File: src/rtl/rsa_box_pkg.sv
// rtl/rsa_box_pkg.sv - opcodes, FSM states, register map and per-opcode word counts
package rsa_box_pkg;

  typedef enum logic [3:0] {
    OP_NOP    = 4'd0,
    OP_CLEAR  = 4'd1,
    OP_LOAD_N = 4'd2,
    OP_LOAD_E = 4'd3,
    OP_LOAD_P = 4'd4,
    OP_LOAD_Q = 4'd5,
    OP_READ_N = 4'd8,
    OP_READ_E = 4'd9
  } opcode_e;

  typedef enum logic [2:0] {
    ST_IDLE,
    ST_INSTR,
    ST_DATA,
    ST_READ,
    ST_DRAIN,
    ST_RESP
  } state_e;

  localparam logic [2:0] ADDR_INSTR = 3'd0;
  localparam logic [2:0] ADDR_DATA0 = 3'd1;

  localparam logic [2:0] NDATA_CLEAR  = 3'd1;
  localparam logic [2:0] NDATA_LOAD_N = 3'd4;
  localparam logic [2:0] NDATA_LOAD_E = 3'd1;
  localparam logic [2:0] NDATA_LOAD_P = 3'd2;
  localparam logic [2:0] NDATA_LOAD_Q = 3'd2;
  localparam logic [2:0] NDATA_READ_N = 3'd4;
  localparam logic [2:0] NDATA_READ_E = 3'd1;

  localparam logic [2:0] NREAD_READ_N = 3'd4;
  localparam logic [2:0] NREAD_READ_E = 3'd1;

  // NOP has no bus sequence, so it is reported like any other unknown code.
  function automatic logic op_known(input logic [3:0] op);
    case (op)
      OP_CLEAR, OP_LOAD_N, OP_LOAD_E, OP_LOAD_P,
      OP_LOAD_Q, OP_READ_N, OP_READ_E: op_known = 1'b1;
      default:                         op_known = 1'b0;
    endcase
  endfunction

  function automatic logic [2:0] data_words(input logic [3:0] op);
    case (op)
      OP_CLEAR:  data_words = NDATA_CLEAR;
      OP_LOAD_N: data_words = NDATA_LOAD_N;
      OP_LOAD_E: data_words = NDATA_LOAD_E;
      OP_LOAD_P: data_words = NDATA_LOAD_P;
      OP_LOAD_Q: data_words = NDATA_LOAD_Q;
      OP_READ_N: data_words = NDATA_READ_N;
      OP_READ_E: data_words = NDATA_READ_E;
      default:   data_words = 3'd0;
    endcase
  endfunction

  function automatic logic [2:0] read_words(input logic [3:0] op);
    case (op)
      OP_READ_N: read_words = NREAD_READ_N;
      OP_READ_E: read_words = NREAD_READ_E;
      default:   read_words = 3'd0;
    endcase
  endfunction

endpackage

File: src/rtl/rsa_box_host_driver_if.sv
// rtl/rsa_box_host_driver_if.sv - command/response stream plus Avalon-MM master bus
interface rsa_box_host_driver_if #(
  parameter int DATA_W = 32,
  parameter int ADDR_W = 3,
  parameter int KEY_W  = 128
);
  logic              cmd_valid;
  logic              cmd_ready;
  logic [3:0]        cmd_op;
  logic [KEY_W-1:0]  cmd_data;
  logic              rsp_valid;
  logic              rsp_ready;
  logic [KEY_W-1:0]  rsp_data;
  logic              rsp_err;
  logic              e_valid;
  logic              av_chipselect;
  logic              av_write;
  logic [ADDR_W-1:0] av_address;
  logic [DATA_W-1:0] av_writedata;
  logic [DATA_W-1:0] av_readdata;

  modport master (
    input  cmd_valid, cmd_op, cmd_data, rsp_ready, av_readdata,
    output cmd_ready, rsp_valid, rsp_data, rsp_err, e_valid,
           av_chipselect, av_write, av_address, av_writedata
  );

  modport slave (
    output cmd_valid, cmd_op, cmd_data, rsp_ready, av_readdata,
    input  cmd_ready, rsp_valid, rsp_data, rsp_err, e_valid,
           av_chipselect, av_write, av_address, av_writedata
  );
endinterface

File: src/rtl/rsa_box_rd_capture.sv
// rtl/rsa_box_rd_capture.sv - read-latency delay line steering readdata into the response word
module rsa_box_rd_capture #(
  parameter int DATA_W = 32,
  parameter int ADDR_W = 3,
  parameter int KEY_W  = 128,
  parameter int RD_LAT = 1
) (
  input  logic              clk,
  input  logic              reset,
  input  logic              clr,
  input  logic              rd_req,
  input  logic [ADDR_W-1:0] rd_addr,
  input  logic [DATA_W-1:0] rd_data,
  output logic [KEY_W-1:0]  rsp_data
);
  localparam int NWORDS = KEY_W / DATA_W;

  logic [RD_LAT-1:0] vld_q, vld_d;
  logic [ADDR_W-1:0] addr_q [RD_LAT];
  logic [ADDR_W-1:0] addr_d [RD_LAT];
  logic [KEY_W-1:0]  data_q, data_d;

  always_comb begin
    vld_d[0]  = rd_req;
    addr_d[0] = rd_addr;
    for (int i = 1; i < RD_LAT; i++) begin
      vld_d[i]  = vld_q[i-1];
      addr_d[i] = addr_q[i-1];
    end
    data_d = data_q;
    // The last stage lines up with the cycle the slave presents readdata.
    if (clr) begin
      data_d = '0;
    end else if (vld_q[RD_LAT-1]) begin
      for (int k = 0; k < NWORDS; k++) begin
        if (addr_q[RD_LAT-1] == ADDR_W'(k)) data_d[k*DATA_W +: DATA_W] = rd_data;
      end
    end
  end

  always_ff @(posedge clk or negedge reset) begin
    if (!reset) begin
      vld_q  <= '0;
      data_q <= '0;
      for (int i = 0; i < RD_LAT; i++) addr_q[i] <= '0;
    end else begin
      vld_q  <= vld_d;
      data_q <= data_d;
      for (int i = 0; i < RD_LAT; i++) addr_q[i] <= addr_d[i];
    end
  end

  assign rsp_data = data_q;
endmodule

File: src/rtl/rsa_box_host_driver.sv
// rtl/rsa_box_host_driver.sv - expands one key command into the RSA box register access sequence
module rsa_box_host_driver
  import rsa_box_pkg::*;
#(
  parameter int DATA_W = 32,
  parameter int ADDR_W = 3,
  parameter int KEY_W  = 128,
  parameter int RD_LAT = 1
) (
  input  logic                  clk,
  input  logic                  reset,
  rsa_box_host_driver_if.master bus
);
  localparam int NWORDS = KEY_W / DATA_W;

  state_e            state_q, state_d;
  logic [3:0]        op_q, op_d;
  logic [KEY_W-1:0]  data_q, data_d;
  logic [2:0]        cnt_q, cnt_d;
  logic              cmd_ready_q, cmd_ready_d;
  logic              rsp_valid_q, rsp_valid_d;
  logic              rsp_err_q, rsp_err_d;
  logic              e_valid_q, e_valid_d;
  logic              av_cs_q, av_cs_d;
  logic              av_wr_q, av_wr_d;
  logic [ADDR_W-1:0] av_addr_q, av_addr_d;
  logic [DATA_W-1:0] av_wdata_q, av_wdata_d;
  logic              cap_clr;

  logic [DATA_W-1:0] words [NWORDS];
  logic [2:0]        nxt_idx;
  logic [DATA_W-1:0] nxt_word;
  logic [ADDR_W-1:0] nxt_addr;

  always_comb begin
    for (int i = 0; i < NWORDS; i++) words[i] = data_q[i*DATA_W +: DATA_W];
  end

  // Next data/read word: read commands write zeros, and CLEAR's second write
  // goes back to the instruction register so instruction 1 never stays resident.
  always_comb begin
    nxt_idx  = (state_q == ST_INSTR) ? 3'd0 : cnt_q + 3'd1;
    nxt_word = (op_q == OP_CLEAR || read_words(op_q) != 3'd0) ? '0 : words[nxt_idx[1:0]];
    nxt_addr = (op_q == OP_CLEAR) ? ADDR_W'(ADDR_INSTR) : ADDR_W'(nxt_idx) + ADDR_W'(ADDR_DATA0);
  end

  always_comb begin
    state_d     = state_q;
    op_d        = op_q;
    data_d      = data_q;
    cnt_d       = cnt_q;
    cmd_ready_d = cmd_ready_q;
    rsp_valid_d = rsp_valid_q;
    rsp_err_d   = rsp_err_q;
    e_valid_d   = e_valid_q;
    av_cs_d     = 1'b0;
    av_wr_d     = 1'b0;
    av_addr_d   = '0;
    av_wdata_d  = '0;
    cap_clr     = 1'b0;

    case (state_q)
      ST_IDLE: begin
        if (bus.cmd_valid && cmd_ready_q) begin
          op_d        = bus.cmd_op;
          data_d      = bus.cmd_data;
          cmd_ready_d = 1'b0;
          cap_clr     = 1'b1;
          state_d     = ST_INSTR;
          if (op_known(bus.cmd_op)) begin
            av_cs_d    = 1'b1;
            av_wr_d    = 1'b1;
            av_addr_d  = ADDR_W'(ADDR_INSTR);
            av_wdata_d = DATA_W'(bus.cmd_op);
          end else begin
            rsp_valid_d = 1'b1;
            rsp_err_d   = 1'b1;
          end
        end
      end

      ST_INSTR: begin
        if (!op_known(op_q)) begin
          // Error response is already visible this cycle and may be taken at once.
          if (bus.rsp_ready) begin
            rsp_valid_d = 1'b0;
            rsp_err_d   = 1'b0;
            cmd_ready_d = 1'b1;
            state_d     = ST_IDLE;
          end else begin
            state_d = ST_RESP;
          end
        end else begin
          cnt_d      = 3'd0;
          state_d    = ST_DATA;
          av_cs_d    = 1'b1;
          av_wr_d    = 1'b1;
          av_addr_d  = nxt_addr;
          av_wdata_d = nxt_word;
        end
      end

      ST_DATA: begin
        if (cnt_q == data_words(op_q) - 3'd1) begin
          if (read_words(op_q) != 3'd0) begin
            cnt_d     = 3'd0;
            state_d   = ST_READ;
            av_cs_d   = 1'b1;
            av_addr_d = '0;
          end else begin
            rsp_valid_d = 1'b1;
            state_d     = ST_RESP;
            if (op_q == OP_LOAD_E) e_valid_d = 1'b1;
          end
        end else begin
          cnt_d      = cnt_q + 3'd1;
          av_cs_d    = 1'b1;
          av_wr_d    = 1'b1;
          av_addr_d  = nxt_addr;
          av_wdata_d = nxt_word;
        end
      end

      ST_READ: begin
        if (cnt_q == read_words(op_q) - 3'd1) begin
          cnt_d   = 3'd0;
          state_d = ST_DRAIN;
        end else begin
          cnt_d     = cnt_q + 3'd1;
          av_cs_d   = 1'b1;
          av_addr_d = ADDR_W'(nxt_idx);
        end
      end

      ST_DRAIN: begin
        if (cnt_q == 3'(RD_LAT - 1)) begin
          rsp_valid_d = 1'b1;
          state_d     = ST_RESP;
        end else begin
          cnt_d = cnt_q + 3'd1;
        end
      end

      ST_RESP: begin
        if (bus.rsp_ready) begin
          rsp_valid_d = 1'b0;
          rsp_err_d   = 1'b0;
          cmd_ready_d = 1'b1;
          state_d     = ST_IDLE;
        end
      end

      default: state_d = ST_IDLE;
    endcase

    // While the slave holds instruction 3 any write lands in e, so the first
    // instruction write of any later command invalidates it.
    if (av_cs_d && av_wr_d && av_addr_d == ADDR_W'(ADDR_INSTR)) e_valid_d = 1'b0;
  end

  always_ff @(posedge clk or negedge reset) begin
    if (!reset) begin
      state_q     <= ST_IDLE;
      op_q        <= '0;
      data_q      <= '0;
      cnt_q       <= '0;
      cmd_ready_q <= 1'b1;
      rsp_valid_q <= 1'b0;
      rsp_err_q   <= 1'b0;
      e_valid_q   <= 1'b0;
      av_cs_q     <= 1'b0;
      av_wr_q     <= 1'b0;
      av_addr_q   <= '0;
      av_wdata_q  <= '0;
    end else begin
      state_q     <= state_d;
      op_q        <= op_d;
      data_q      <= data_d;
      cnt_q       <= cnt_d;
      cmd_ready_q <= cmd_ready_d;
      rsp_valid_q <= rsp_valid_d;
      rsp_err_q   <= rsp_err_d;
      e_valid_q   <= e_valid_d;
      av_cs_q     <= av_cs_d;
      av_wr_q     <= av_wr_d;
      av_addr_q   <= av_addr_d;
      av_wdata_q  <= av_wdata_d;
    end
  end

  rsa_box_rd_capture #(
    .DATA_W (DATA_W),
    .ADDR_W (ADDR_W),
    .KEY_W  (KEY_W),
    .RD_LAT (RD_LAT)
  ) u_rd_capture (
    .clk      (clk),
    .reset    (reset),
    .clr      (cap_clr),
    .rd_req   (av_cs_q && !av_wr_q),
    .rd_addr  (av_addr_q),
    .rd_data  (bus.av_readdata),
    .rsp_data (bus.rsp_data)
  );

  assign bus.cmd_ready     = cmd_ready_q;
  assign bus.rsp_valid     = rsp_valid_q;
  assign bus.rsp_err       = rsp_err_q;
  assign bus.e_valid       = e_valid_q;
  assign bus.av_chipselect = av_cs_q;
  assign bus.av_write      = av_wr_q;
  assign bus.av_address    = av_addr_q;
  assign bus.av_writedata  = av_wdata_q;
endmodule
File: src/flat_wrapper.sv
// flat-port wrapper written by rule: the top's interface ports become plain ports
module rsa_box_host_driver_flat import rsa_box_pkg::*;
#(
  parameter int DATA_W = 32,
  parameter int ADDR_W = 3,
  parameter int KEY_W  = 128,
  parameter int RD_LAT = 1
)
  (clk, reset, bus_cmd_valid, bus_cmd_op, bus_cmd_data, bus_rsp_ready, bus_av_readdata, bus_cmd_ready, bus_rsp_valid, bus_rsp_data, bus_rsp_err, bus_e_valid, bus_av_chipselect, bus_av_write, bus_av_address, bus_av_writedata);
  rsa_box_host_driver_if #(.DATA_W(DATA_W), .ADDR_W(ADDR_W), .KEY_W(KEY_W)) bus_i ();
  input  logic clk;
  input  logic reset;
  input wire logic [$bits(bus_i.cmd_valid)-1:0] bus_cmd_valid;
  input wire logic [$bits(bus_i.cmd_op)-1:0] bus_cmd_op;
  input wire logic [$bits(bus_i.cmd_data)-1:0] bus_cmd_data;
  input wire logic [$bits(bus_i.rsp_ready)-1:0] bus_rsp_ready;
  input wire logic [$bits(bus_i.av_readdata)-1:0] bus_av_readdata;
  output wire logic [$bits(bus_i.cmd_ready)-1:0] bus_cmd_ready;
  output wire logic [$bits(bus_i.rsp_valid)-1:0] bus_rsp_valid;
  output wire logic [$bits(bus_i.rsp_data)-1:0] bus_rsp_data;
  output wire logic [$bits(bus_i.rsp_err)-1:0] bus_rsp_err;
  output wire logic [$bits(bus_i.e_valid)-1:0] bus_e_valid;
  output wire logic [$bits(bus_i.av_chipselect)-1:0] bus_av_chipselect;
  output wire logic [$bits(bus_i.av_write)-1:0] bus_av_write;
  output wire logic [$bits(bus_i.av_address)-1:0] bus_av_address;
  output wire logic [$bits(bus_i.av_writedata)-1:0] bus_av_writedata;
  assign bus_i.cmd_valid = bus_cmd_valid;
  assign bus_i.cmd_op = bus_cmd_op;
  assign bus_i.cmd_data = bus_cmd_data;
  assign bus_i.rsp_ready = bus_rsp_ready;
  assign bus_i.av_readdata = bus_av_readdata;
  assign bus_cmd_ready = bus_i.cmd_ready;
  assign bus_rsp_valid = bus_i.rsp_valid;
  assign bus_rsp_data = bus_i.rsp_data;
  assign bus_rsp_err = bus_i.rsp_err;
  assign bus_e_valid = bus_i.e_valid;
  assign bus_av_chipselect = bus_i.av_chipselect;
  assign bus_av_write = bus_i.av_write;
  assign bus_av_address = bus_i.av_address;
  assign bus_av_writedata = bus_i.av_writedata;
  rsa_box_host_driver #(.DATA_W(DATA_W), .ADDR_W(ADDR_W), .KEY_W(KEY_W), .RD_LAT(RD_LAT)) u_core (.clk(clk), .reset(reset), .bus(bus_i));
endmodule
File: config.mk
export PLATFORM = sky130hd
export DESIGN_NAME = rsa_box_host_driver_flat
export DESIGN_NICKNAME = d
export VERILOG_FILES = /design/src/rtl/rsa_box_pkg.sv /design/src/rtl/rsa_box_host_driver_if.sv /design/src/rtl/rsa_box_rd_capture.sv /design/src/rtl/rsa_box_host_driver.sv /design/src/flat_wrapper.sv
export SDC_FILE = /design/constraint.sdc
export NUM_CORES = 1
export LEC_CHECK = 0
export ABC_AREA = 1
export ABC_CLOCK_PERIOD_IN_PS = 2300
export CAP_MARGIN = 20
export CORE_MARGIN = 2
export CORE_UTILIZATION = 45
export CTS_CLUSTER_SIZE = 28
export DETAILED_ROUTE_END_ITERATION = 10
export PLACE_DENSITY = 0.78
export SYNTH_ARGS = -nofsm -noshare
export SYNTH_HDL_FRONTEND = slang
export SYNTH_SLANG_ARGS = --single-unit
File: constraint.sdc
create_clock -name clk -period 2.3 [get_ports clk]
set_input_delay 0.23 -clock clk [delete_from_list [all_inputs] [get_ports clk]]
set_output_delay 0.23 -clock clk [all_outputs]
set_load 0.005 [all_outputs]
==> flow_metrics.env, run 1 <==
export IMPL_status="finished, final reports clean"
export IMPL_tightest_slew_ps=632.4
export IMPL_cp_required_ps=2790
export IMPL_die_w_um=172.7
export IMPL_synth_compound_area_share_pct=11.12
export IMPL_drive_gt1_share_pct=6.362
export IMPL_synth_xor_area_share_pct=0.2052
export IMPL_grt_busiest_layer="met2"
export IMPL_slew_headroom_pct=57.84
export IMPL_period_needed_ps=2175
export IMPL_synth_top_area_share_pct=60.57
export IMPL_synthToLayoutAreaGrowth_pct=37.76
export IMPL_hold_worst_slack_ps=196.5
export IMPL_grt_first_pass_wirelength_um=57700
export IMPL_critPathKind="reg2reg"
export IMPL_r2r_start="u_core.op_q[2]$_DFFE_PN0P_"
export IMPL_seqCellArea_um2=7784
export IMPL_synthMuxAreaShare_pct=0
export IMPL_die_area_um2=29830
export IMPL_cts_root_buf="clkbuf_16"
export IMPL_synth_seq_cells=311
export IMPL_place_inst=2110
export IMPL_rsz0062_at_grt="false"
export IMPL_synth_top_family_by_area="simple AND/OR/NAND/NOR gates"
export IMPL_final_net_count=1942
export IMPL_hold_viol=0
export IMPL_yosysSeqAreaShare_pct=60.78
export IMPL_netlist_area_um2=12810
export IMPL_hold_path_class="in2async"
export IMPL_regToRegEndpoint="u_core.bus.av_writedata[5]$_DFF_PN0_"
export IMPL_vias=11130
export IMPL_synth_ff_type="dfrtp_1"
export IMPL_ant_nets=0
export IMPL_drt_pass1_iter_count=6
export IMPL_first_iter_violations=842
export IMPL_crit_path_max_fanout=7
export IMPL_fmax_mhz=459.7
export IMPL_synth_top_area_cell="dfrtp_1"
export IMPL_yosysWarnings=0
export IMPL_synth_common_cells="597 x nand2_1, 310 x dfrtp_1, 190 x o21ai_0"
export IMPL_fin_skew_ps=21.89
export IMPL_cp_depth=13
export IMPL_crit_path_end_kind="flop"
export IMPL_cts_num_sinks=311
export IMPL_cts_buffers=31
export IMPL_yosysUniqueCellTypes=36
export IMPL_antenna_cells=0
export IMPL_hpwl_um=24500
export IMPL_finalNonFillerCells=2170
export IMPL_dieHeight_um=172.7
export IMPL_ir_drop_mv=0.7032
export IMPL_syn_mean_instance_area_um2=8.808
export IMPL_clock_latency_ps=560
export IMPL_core_area_um2=27930
export IMPL_start_kind="flop"
export IMPL_fill_cells=2281
export IMPL_initial_core_util_pct=45.85
export IMPL_drc=0
export IMPL_wl_um=36490
export IMPL_yosys_top_cells_area="dfrtp_1 61%, nand2_1 17%, o21ai_0 7.4%"
export IMPL_layout_setup_ws_ps=124.6
export IMPL_met2_usage_pct=39.68
export IMPL_wl_per_cell_um=16.82
export IMPL_syn_inst=1454
export IMPL_critical_path_top_delay_family="simple AND/OR/NAND/NOR gates"
export IMPL_yosys_area_share_simple_pct=23.04
export IMPL_grtUsageTotal_pct=23.80
export IMPL_clkTransAtPathRegs_ps=60
export IMPL_grt_pass1_vias=10998
export IMPL_ff2ff_path_depth=13
export IMPL_async_flop_share_pct=100.0
export IMPL_cts_max_level=1
export IMPL_gr_total_overflow=0
export IMPL_rrSetupSlack_ps=120
export IMPL_via_per_inst=5.129
export IMPL_crit_path_frequent_cell="nand2_2"
export IMPL_syn_num_nets=1627
export IMPL_antenna_found_initial=0
export IMPL_cp_buffers_inverters=3
export IMPL_use_met1_pct=31.00
export IMPL_pin_count=337
export IMPL_port_buffers=336
export IMPL_power_leakage_nw=8.445
export IMPL_crit_path_top_delay_cell="dfrtp_1"
export IMPL_critPathMaxStageDelay_ps=410
export IMPL_cts_tree="done"
export IMPL_grtUsageMet3_pct=5.079
export IMPL_multi_input_area_um2=4517
export IMPL_grt_start_max_net_pins=141
export IMPL_yosys_cell_count_top_type="nand2_1"
export IMPL_rows=61
export IMPL_cts_path_max_buffers=3
export IMPL_gp_congestion=0.8840
export IMPL_worstPathArrival_ps=2660
export IMPL_maxSlewViolCount=0
export IMPL_synth_adder_area_share_pct=0.4885
export IMPL_place_ws_ps=-19.49
export IMPL_period_share_pct=94.58
export IMPL_powerDensity_nw_per_um2=1439
export IMPL_max_cap_viol_count=0
export IMPL_path_cells="nor2_2 -> nand2_2 -> nand2_1 -> inv_2 -> ha_4 -> xnor2_2 -> inv_1 -> nand3_1 -> o21ai_2 -> nand2_2 -> nand3_4 -> clkbuf_16 -> nor2_1"
export IMPL_setup_violations=0
export IMPL_synth_edf_count=0
==> metrics by stage <==
step	power [mW]	setup TNS [ps]	cell area, um^2	util [%]
3_5_place_dp	20.10	-110.5	16510	59.11
5_1_grt	27.12	0	17640	63.16
6_report	25.40	0	17640	63.16
4_1_cts	25.32	0	17570	62.91
2_1_floorplan	14.98	0	12810	-
3_3_place_gp	19.70	0	16510	59.11
==> power by group <==
| group | internal (mW) | switching [mW] |
|---|---|---|
| logic | 5.08 | 5.91 |
| registers | 8.01 | 1.45 |
| clock network | 2.84 | 2.10 |
| total | 15.9 | 9.46 |
==> worst max path at each step <==
| stage | startpoint | endpoint | slack (ps) |
|---|---|---|---|
| finish | u_core.op_q[2]$_DFFE_PN0P_ | u_core.bus.av_writedata[5]$_DFF_PN0_ | 120 |
| global placement | u_core.op_q[2]$_DFFE_PN0P_ | u_core.bus.av_writedata[29]$_DFF_PN0_ | 140 |
| floorplan | u_core.cnt_q[0]$_DFFE_PN0P_ | u_core.bus.e_valid$_DFFE_PN0P_ | 190 |
| global route | u_core.op_q[2]$_DFFE_PN0P_ | u_core.cnt_q[0]$_DFFE_PN0P_ | 10 |
| detailed placement | u_core.op_q[2]$_DFFE_PN0P_ | u_core.bus.av_writedata[14]$_DFF_PN0_ | -20 |
| CTS | u_core.op_q[2]$_DFFE_PN0P_ | u_core.bus.av_writedata[20]$_DFF_PN0_ | 30 |
==> kinds of logic after synthesis <==
| family | count (synthesis) |
|---|---|
| buf+inv | 126 |
| simple gates | 749 |
| fa+ha+maj | 5 |
| flops | 311 |
| xor+xnor | 3 |
| compound gates | 260 |
==> cell usage in the layout, fill, tap and decap left out, types with 4 or more instances in the layout <==
cell,netlist,final
buf_4,2,14
o22a_1,28,28
buf_12,0,7
clkbuf_8,0,8
nor2_1,98,97
inv_1,38,37
o21ai_0,190,190
clkbuf_1,27,6
clkdlybuf4s50_1,0,335
nor2_2,11,11
clkbuf_16,0,32
nand2_1,597,594
o21ai_1,24,23
a21oi_1,10,10
nand3_1,28,28
clkinv_2,0,6
inv_2,10,6
nand2_2,1,4
ha_1,5,4
dfrtp_1,310,310
inv_4,0,5
==> layout make-up <==
cell class	instances	area share, %
clock buffer	45	5.149
tap	378	2.681
multi-input combinational	1017	25.60
sequential	311	44.12
timing repair buffer	360	20.84
inverter	48	1.092
clock inverter	11	0.5248
==> state kept, by name, summed over array words and instances (netlist names) <==
| register | flops |
|---|---|
| u_core.data_q | 128 |
| u_core.u_rd_capture.rsp_data | 128 |
| u_core.bus.av_writedata | 32 |
| u_core.op_q | 4 |
| u_core.bus.av_address | 3 |
| u_core.cnt_q | 3 |
| u_core.state_q | 3 |
| u_core.u_rd_capture.addr_q | 3 |
| u_core.bus.av_chipselect | 1 |
| u_core.bus.av_write | 1 |
| u_core.bus.cmd_ready | 1 |
| u_core.bus.e_valid | 1 |
| u_core.bus.rsp_err | 1 |
| u_core.bus.rsp_valid | 1 |
| u_core.u_rd_capture.vld_q | 1 |
==> per-layer routing <==
metal  vias to the layer above  wire (um)
li1                       5271          -
met1                      5271      15020
met2                       501      17260
met3                        87       2836
met4                         0       1377
met5                         -          0
==> repair_timing <==
action                                  4_1_cts  5_1_grt
hold buffers                                  1        0
pin swaps                                     0        4
hold endpoints to repair                     59        0
gates resized for setup                       4       15
cloned                                        1        1
endpoints found under the setup margin       28      154
setup buffers                                 1        0
==> worst reg2reg max path: stages (launching register included) <==
cell and delay (ps):
dfrtp_1 410, nor2_2 150, nand2_2 90, nand2_1 90, inv_2 60, ha_4 240
xnor2_2 170, inv_1 60, nand3_1 110, o21ai_2 80, nand2_2 120, nand3_4 170
clkbuf_16 240, nor2_1 120
No activity file was read; power rests on OpenSTA's default activity.
==> inputs of run 2 (changes only) <==
CORE_ASPECT_RATIO = 0.8   (was unset)
==> flow_metrics.env, run 2 (synthesis results as in run 1) <==
export IMPL_status="finished, final reports clean"
export IMPL_antenna_found_initial=1
export IMPL_crit_path_top_delay_cell="dfrtp_2"
export IMPL_cp_buffers_inverters=5
export IMPL_dieHeight_um=154.9
export IMPL_powerDensity_nw_per_um2=1461
export IMPL_cts_root_buf="clkbuf_16"
export IMPL_crit_path_frequent_cell="nand2_1"
export IMPL_rsz0062_at_grt="false"
export IMPL_core_area_um2=28150
export IMPL_pin_count=337
export IMPL_path_cells="nor2_4 -> nand2_1 -> nand2_1 -> inv_2 -> ha_4 -> inv_1 -> nand2_1 -> nand2_1 -> inv_1 -> nand2_1 -> nand2_2 -> inv_1 -> nand4_1 -> o21bai_1 -> inv_1 -> a21oi_1"
export IMPL_place_ws_ps=-12.27
export IMPL_antenna_cells=0
export IMPL_crit_path_max_fanout=4
export IMPL_setup_violations=0
export IMPL_max_cap_viol_count=0
export IMPL_die_area_um2=29830
export IMPL_critPathMaxStageDelay_ps=440
export IMPL_start_kind="flop"
export IMPL_clock_latency_ps=560
export IMPL_maxSlewViolCount=0
export IMPL_wl_um=37800
export IMPL_gp_congestion=0.9077
export IMPL_fmax_mhz=461.5
export IMPL_fin_skew_ps=12.73
export IMPL_tightest_slew_ps=815.5
export IMPL_mostFrequentLayoutCell="nand2_1"
export IMPL_layout_setup_ws_ps=132.9
export IMPL_met1_length_um=15750
export IMPL_netSwitchingFraction_pct=36.84
export IMPL_clkPwrFrac_pct=20.8
export IMPL_period_share_pct=94.22
export IMPL_crit_path_end_kind="flop"
export IMPL_dpl_cell_area_um2=16530
export IMPL_cts_buffers=31
export IMPL_first_iter_violations=1009
export IMPL_period_needed_ps=2167
export IMPL_pwr_share_comb_pct=42.7
export IMPL_gr_total_overflow=0
export IMPL_rows=55
export IMPL_synthToLayoutAreaGrowth_pct=39.05
export IMPL_cts_path_max_buffers=3
export IMPL_finalPower_mw=26.02
export IMPL_grt_start_max_net_pins=141
export IMPL_ir_drop_mv=0.9537
export IMPL_hold_viol=0
export IMPL_power_leakage_nw=8.535
export IMPL_top_layer="met5"
export IMPL_tns_ps=0
export IMPL_clkTransAtPathRegs_ps=70
export IMPL_cp_required_ps=2770
export IMPL_hold_path_class="in2reg"
export IMPL_drt_pass1_iter_count=5
export IMPL_grt_pass1_vias=11107
export IMPL_worstPathArrival_ps=2640
export IMPL_fin_util_pct=63.27
export IMPL_die_w_um=192.6
export IMPL_slew_headroom_pct=45.63
export IMPL_via_per_inst=5.246
export IMPL_cts_tree="done"
export IMPL_cts_max_level=1
export IMPL_critical_path_top_delay_family="simple AND/OR/NAND/NOR gates"
export IMPL_initial_core_util_pct=45.50
export IMPL_critPathKind="reg2reg"
export IMPL_final_net_count=1948
export IMPL_hpwl_um=25300
export IMPL_drc=0
export IMPL_switchingPower_mw=9.585
export IMPL_vias=11383
export IMPL_internal_power_mw=16.43
export IMPL_fin_area_um2=17810
export IMPL_wl_per_cell_um=17.42
export IMPL_drive_gt1_share_pct=7.000
export IMPL_grt_first_pass_wirelength_um=58750
export IMPL_grtUsageTotal_pct=24.79
export IMPL_cts_num_sinks=311
export IMPL_wl_met3_um=3184
export IMPL_port_buffers=336
export IMPL_p_seq_share_pct=36.5
export IMPL_final_cell_mix="593 x nand2_1, 335 x clkdlybuf4s50_1, 308 x dfrtp_1, 190 x o21ai_0, 97 x nor2_1"
export IMPL_ant_nets=0
export IMPL_met2_length_um=17620
## run 2: final timing paths
path                            slack (ps)                                from                                           end  depth (start not counted)
worst min register to register         370  u_core.bus.av_address[1]$_DFF_PN0_       u_core.u_rd_capture.addr_q[1]$_DFF_PN0_                          0
min in group asynchronous              260                               reset  u_core.u_rd_capture.rsp_data[74]$_DFFE_PN0P_                          2
worst max-delay path                   130          u_core.op_q[2]$_DFFE_PN0P_                u_core.bus.e_valid$_DFFE_PN0P_                         16
worst max register to register         130          u_core.op_q[2]$_DFFE_PN0P_                u_core.bus.e_valid$_DFFE_PN0P_                         16
worst min-delay path                   210                    bus_cmd_data[91]                 u_core.data_q[91]$_DFFE_PN0P_                          3
max in group asynchronous             1250                               reset  u_core.u_rd_capture.rsp_data[47]$_DFFE_PN0P_                          3
## run 2: tightest hold or removal path: stages
cell	delay, ps
clkdlybuf4s50_1	390
nand2_1	60
nand2_1	50
## run 2: routing by layer
layer  up-vias  global-route usage [%]
li1       5296                       -
met1      5447                   33.93
met2       540                   40.72
met3        98                   4.263
met4         2                   7.270
met5         -                       0
## run 2: stage by stage
step                hold slack (ps)  std cells
floorplan                    -65.59       1454
global placement              259.0       2105
detailed placement            263.1       2105
CTS                           189.4       2164
global route                  205.1       2170
finish                        210.5       2170
## run 2: repair_timing
| item | 4_1_cts | 5_1_grt |
|---|---|---|
| gates cloned | 0 | 3 |
| resized for setup | 1 | 24 |
| endpoints found under the setup margin | 24 | 150 |
| endpoints found under the hold margin | 66 | 0 |
| pin swaps | 0 | 3 |
| setup buffers | 0 | 3 |
| hold buffers | 1 | 0 |
## run 2: final cells by class
cell class / count / area, um^2
Timing Repair Buffer: 366 / 3726
Clock buffer: 45 / 908.4
Multi-Input combinational cell: 1017 / 4532
Clock inverter: 13 / 200.2
Inverter: 48 / 192.7
Tap cell: 370 / 462.9
Fill cell: 2238 / 10340
Sequential cell: 311 / 7786
## run 2: power by group through the flow
stage	Sequential, mW	Combinational (mW)	Clock, mW
finish	9.49	11.1	5.41
global route	9.74	12.4	5.75
detailed placement	9.49	10.7	0
CTS	9.44	10.8	5.49
floorplan	9.31	5.67	0
global placement	9.42	10.4	0
==> inputs of run 3 (changes only) <==
ABC_CLOCK_PERIOD_IN_PS = 2450   (was 2300)
clock period = 2.45 ns   (was 2.3 ns; I/O delays follow)
==> flow_metrics.env, run 3 (synthesis results as in run 1) <==
export IMPL_ff2ff_path_depth=13
export IMPL_die_area_um2=29830
export IMPL_grt_start_max_net_pins=141
export IMPL_powerDensity_nw_per_um2=1353
export IMPL_cp_required_ps=2880
export IMPL_finalPower_mw=23.82
export IMPL_vias=11215
export IMPL_finalNonFillerCells=2163
export IMPL_port_buffers=336
export IMPL_maxSlewViolCount=0
export IMPL_via_per_inst=5.185
export IMPL_gp_congestion=0.9136
export IMPL_hold_worst_slack_ps=227.1
export IMPL_cts_num_sinks=311
export IMPL_ir_drop_mv=0.7837
export IMPL_hold_depth=3
export IMPL_clkTransAtPathRegs_ps=60
export IMPL_ant_nets=0
export IMPL_hp_start="bus_cmd_data[121]"
export IMPL_core_area_um2=28150
export IMPL_grtUsageTotal_pct=24.80
export IMPL_final_cell_mix="596 x nand2_1, 335 x clkdlybuf4s50_1, 310 x dfrtp_1, 190 x o21ai_0, 97 x nor2_1"
export IMPL_cts_max_level=1
export IMPL_power_leakage_nw=8.450
export IMPL_grt_pass1_vias=10906
export IMPL_drive_gt1_share_pct=6.194
export IMPL_first_iter_violations=986
export IMPL_hpwl_um=25470
export IMPL_regToRegEndpoint="u_core.bus.av_writedata[18]$_DFF_PN0_"
export IMPL_seqCellArea_um2=7784
export IMPL_wl_per_cell_um=17.12
export IMPL_cts_path_max_buffers=3
export IMPL_grt_first_pass_wirelength_um=58650
export IMPL_synthToLayoutAreaGrowth_pct=37.48
export IMPL_wl_um=37030
export IMPL_fin_skew_ps=20.09
export IMPL_max_cap_viol_count=0
export IMPL_final_net_count=1942
export IMPL_gr_total_overflow=0
export IMPL_crit_path_end_kind="flop"
export IMPL_cts_tree="done"
export IMPL_drt_pass1_iter_count=6
export IMPL_die_w_um=192.6
export IMPL_rrSetupSlack_ps=150
export IMPL_status="finished, final reports clean"
export IMPL_mostFrequentLayoutCell="nand2_1"
export IMPL_post_cts_buffers=0
export IMPL_antenna_found_initial=1
export IMPL_drc=0
export IMPL_holdPathEnd="u_core.data_q[121]$_DFFE_PN0P_"
export IMPL_fill_cells=2362
export IMPL_r2r_start="u_core.op_q[2]$_DFFE_PN0P_"
export IMPL_worstPathArrival_ps=2730
export IMPL_cts_root_buf="clkbuf_16"
export IMPL_fmax_mhz=434.2
export IMPL_tightest_slew_ps=1042
export IMPL_clock_latency_ps=560
export IMPL_hold_path_class="in2reg"
export IMPL_rows=55
export IMPL_critPathKind="reg2reg"
export IMPL_hold_viol=0
export IMPL_multi_input_area_um2=4501
export IMPL_period_needed_ps=2303
export IMPL_dieHeight_um=154.9
export IMPL_pin_count=337
export IMPL_cts_buffers=31
export IMPL_slew_headroom_pct=30.42
export IMPL_crit_path_max_fanout=13
export IMPL_period_share_pct=94.01
export IMPL_start_kind="flop"
export IMPL_place_inst=2105
export IMPL_initial_core_util_pct=45.50
export IMPL_setup_violations=0
==> run 3: cell types whose count changed in the layout (fill, tap and decap cells not counted), sizes merged <==
cell / before / now
bufinv: 5 / 4
clkbuf: 47 / 40
diode: 0 / 1
buf: 28 / 24
clkinv: 6 / 10
==> run 3: how the worst max path moves through the flow <==
stage	start	end	slack [ps]	cells past startpoint
global route	u_core.op_q[2]$_DFFE_PN0P_	u_core.bus.av_writedata[18]$_DFF_PN0_	-6	13
global placement	u_core.op_q[2]$_DFFE_PN0P_	u_core.bus.av_writedata[30]$_DFF_PN0_	230	13
floorplan	u_core.cnt_q[0]$_DFFE_PN0P_	u_core.bus.e_valid$_DFFE_PN0P_	340	13
detailed placement	u_core.op_q[2]$_DFFE_PN0P_	u_core.bus.av_writedata[27]$_DFF_PN0_	50	13
CTS	u_core.op_q[2]$_DFFE_PN0P_	u_core.bus.av_writedata[27]$_DFF_PN0_	40	13
finish	u_core.op_q[2]$_DFFE_PN0P_	u_core.bus.av_writedata[18]$_DFF_PN0_	150	13
==> run 3: worst max-delay path, cell delays in order, from the launching register on <==
cell     delay, ps
dfrtp_1        440
nor2_4         150
nand2_1        110
nand2_1        100
inv_1           70
ha_1           320
xnor2_2        150
inv_1           60
nand3_1         70
o21ai_1        160
nand2_1        150
nand3_4        150
buf_6          190
nor2_1          70
==> run 3: cell type report <==
| type | instances | area share, % |
|---|---|---|
| antenna | 1 | 0.01421 |
| clock buffer | 40 | 4.882 |
| clock inverter | 16 | 1.080 |
| inverter | 48 | 1.038 |
| multi-input combinational | 1017 | 25.56 |
| sequential | 311 | 44.21 |
| tap | 370 | 2.629 |
| timing repair buffer | 360 | 20.59 |
==> run 3: layer usage <==
layer	vias to the layer above	global-route usage, %	routed length (um)
li1	5288	-	-
met1	5345	34.33	15620
met2	498	39.94	17160
met3	84	4.060	2919
met4	0	8.361	1338
met5	-	0	0
==> run 3: power by group <==
part           leakage [nW]  internal, mW  switching (mW)
Clock                 0.523          2.89            1.99
Sequential             3.93          7.53            1.39
Combinational          3.99          4.59            5.44
==> run 3: per-stage QoR <==
stage | setup slack, ps | util, % | TNS, ps | cell area [um^2]
global route | -5.599 | 62.55 | -6.271 | 17600
CTS | 39.86 | 62.39 | 0 | 17560
floorplan | 342.5 | - | 0 | 12810
finish | 146.7 | 62.56 | 0 | 17610
detailed placement | 48.90 | 58.63 | 0 | 16500
global placement | 231.9 | 58.63 | 0 | 16500
==> run 3: timing repair <==
item / CTS / global route
endpoints found under the setup margin: 0 / 36
hold buffers: 1 / 0
resized for setup: 0 / 9
endpoints found under the hold margin: 72 / 0
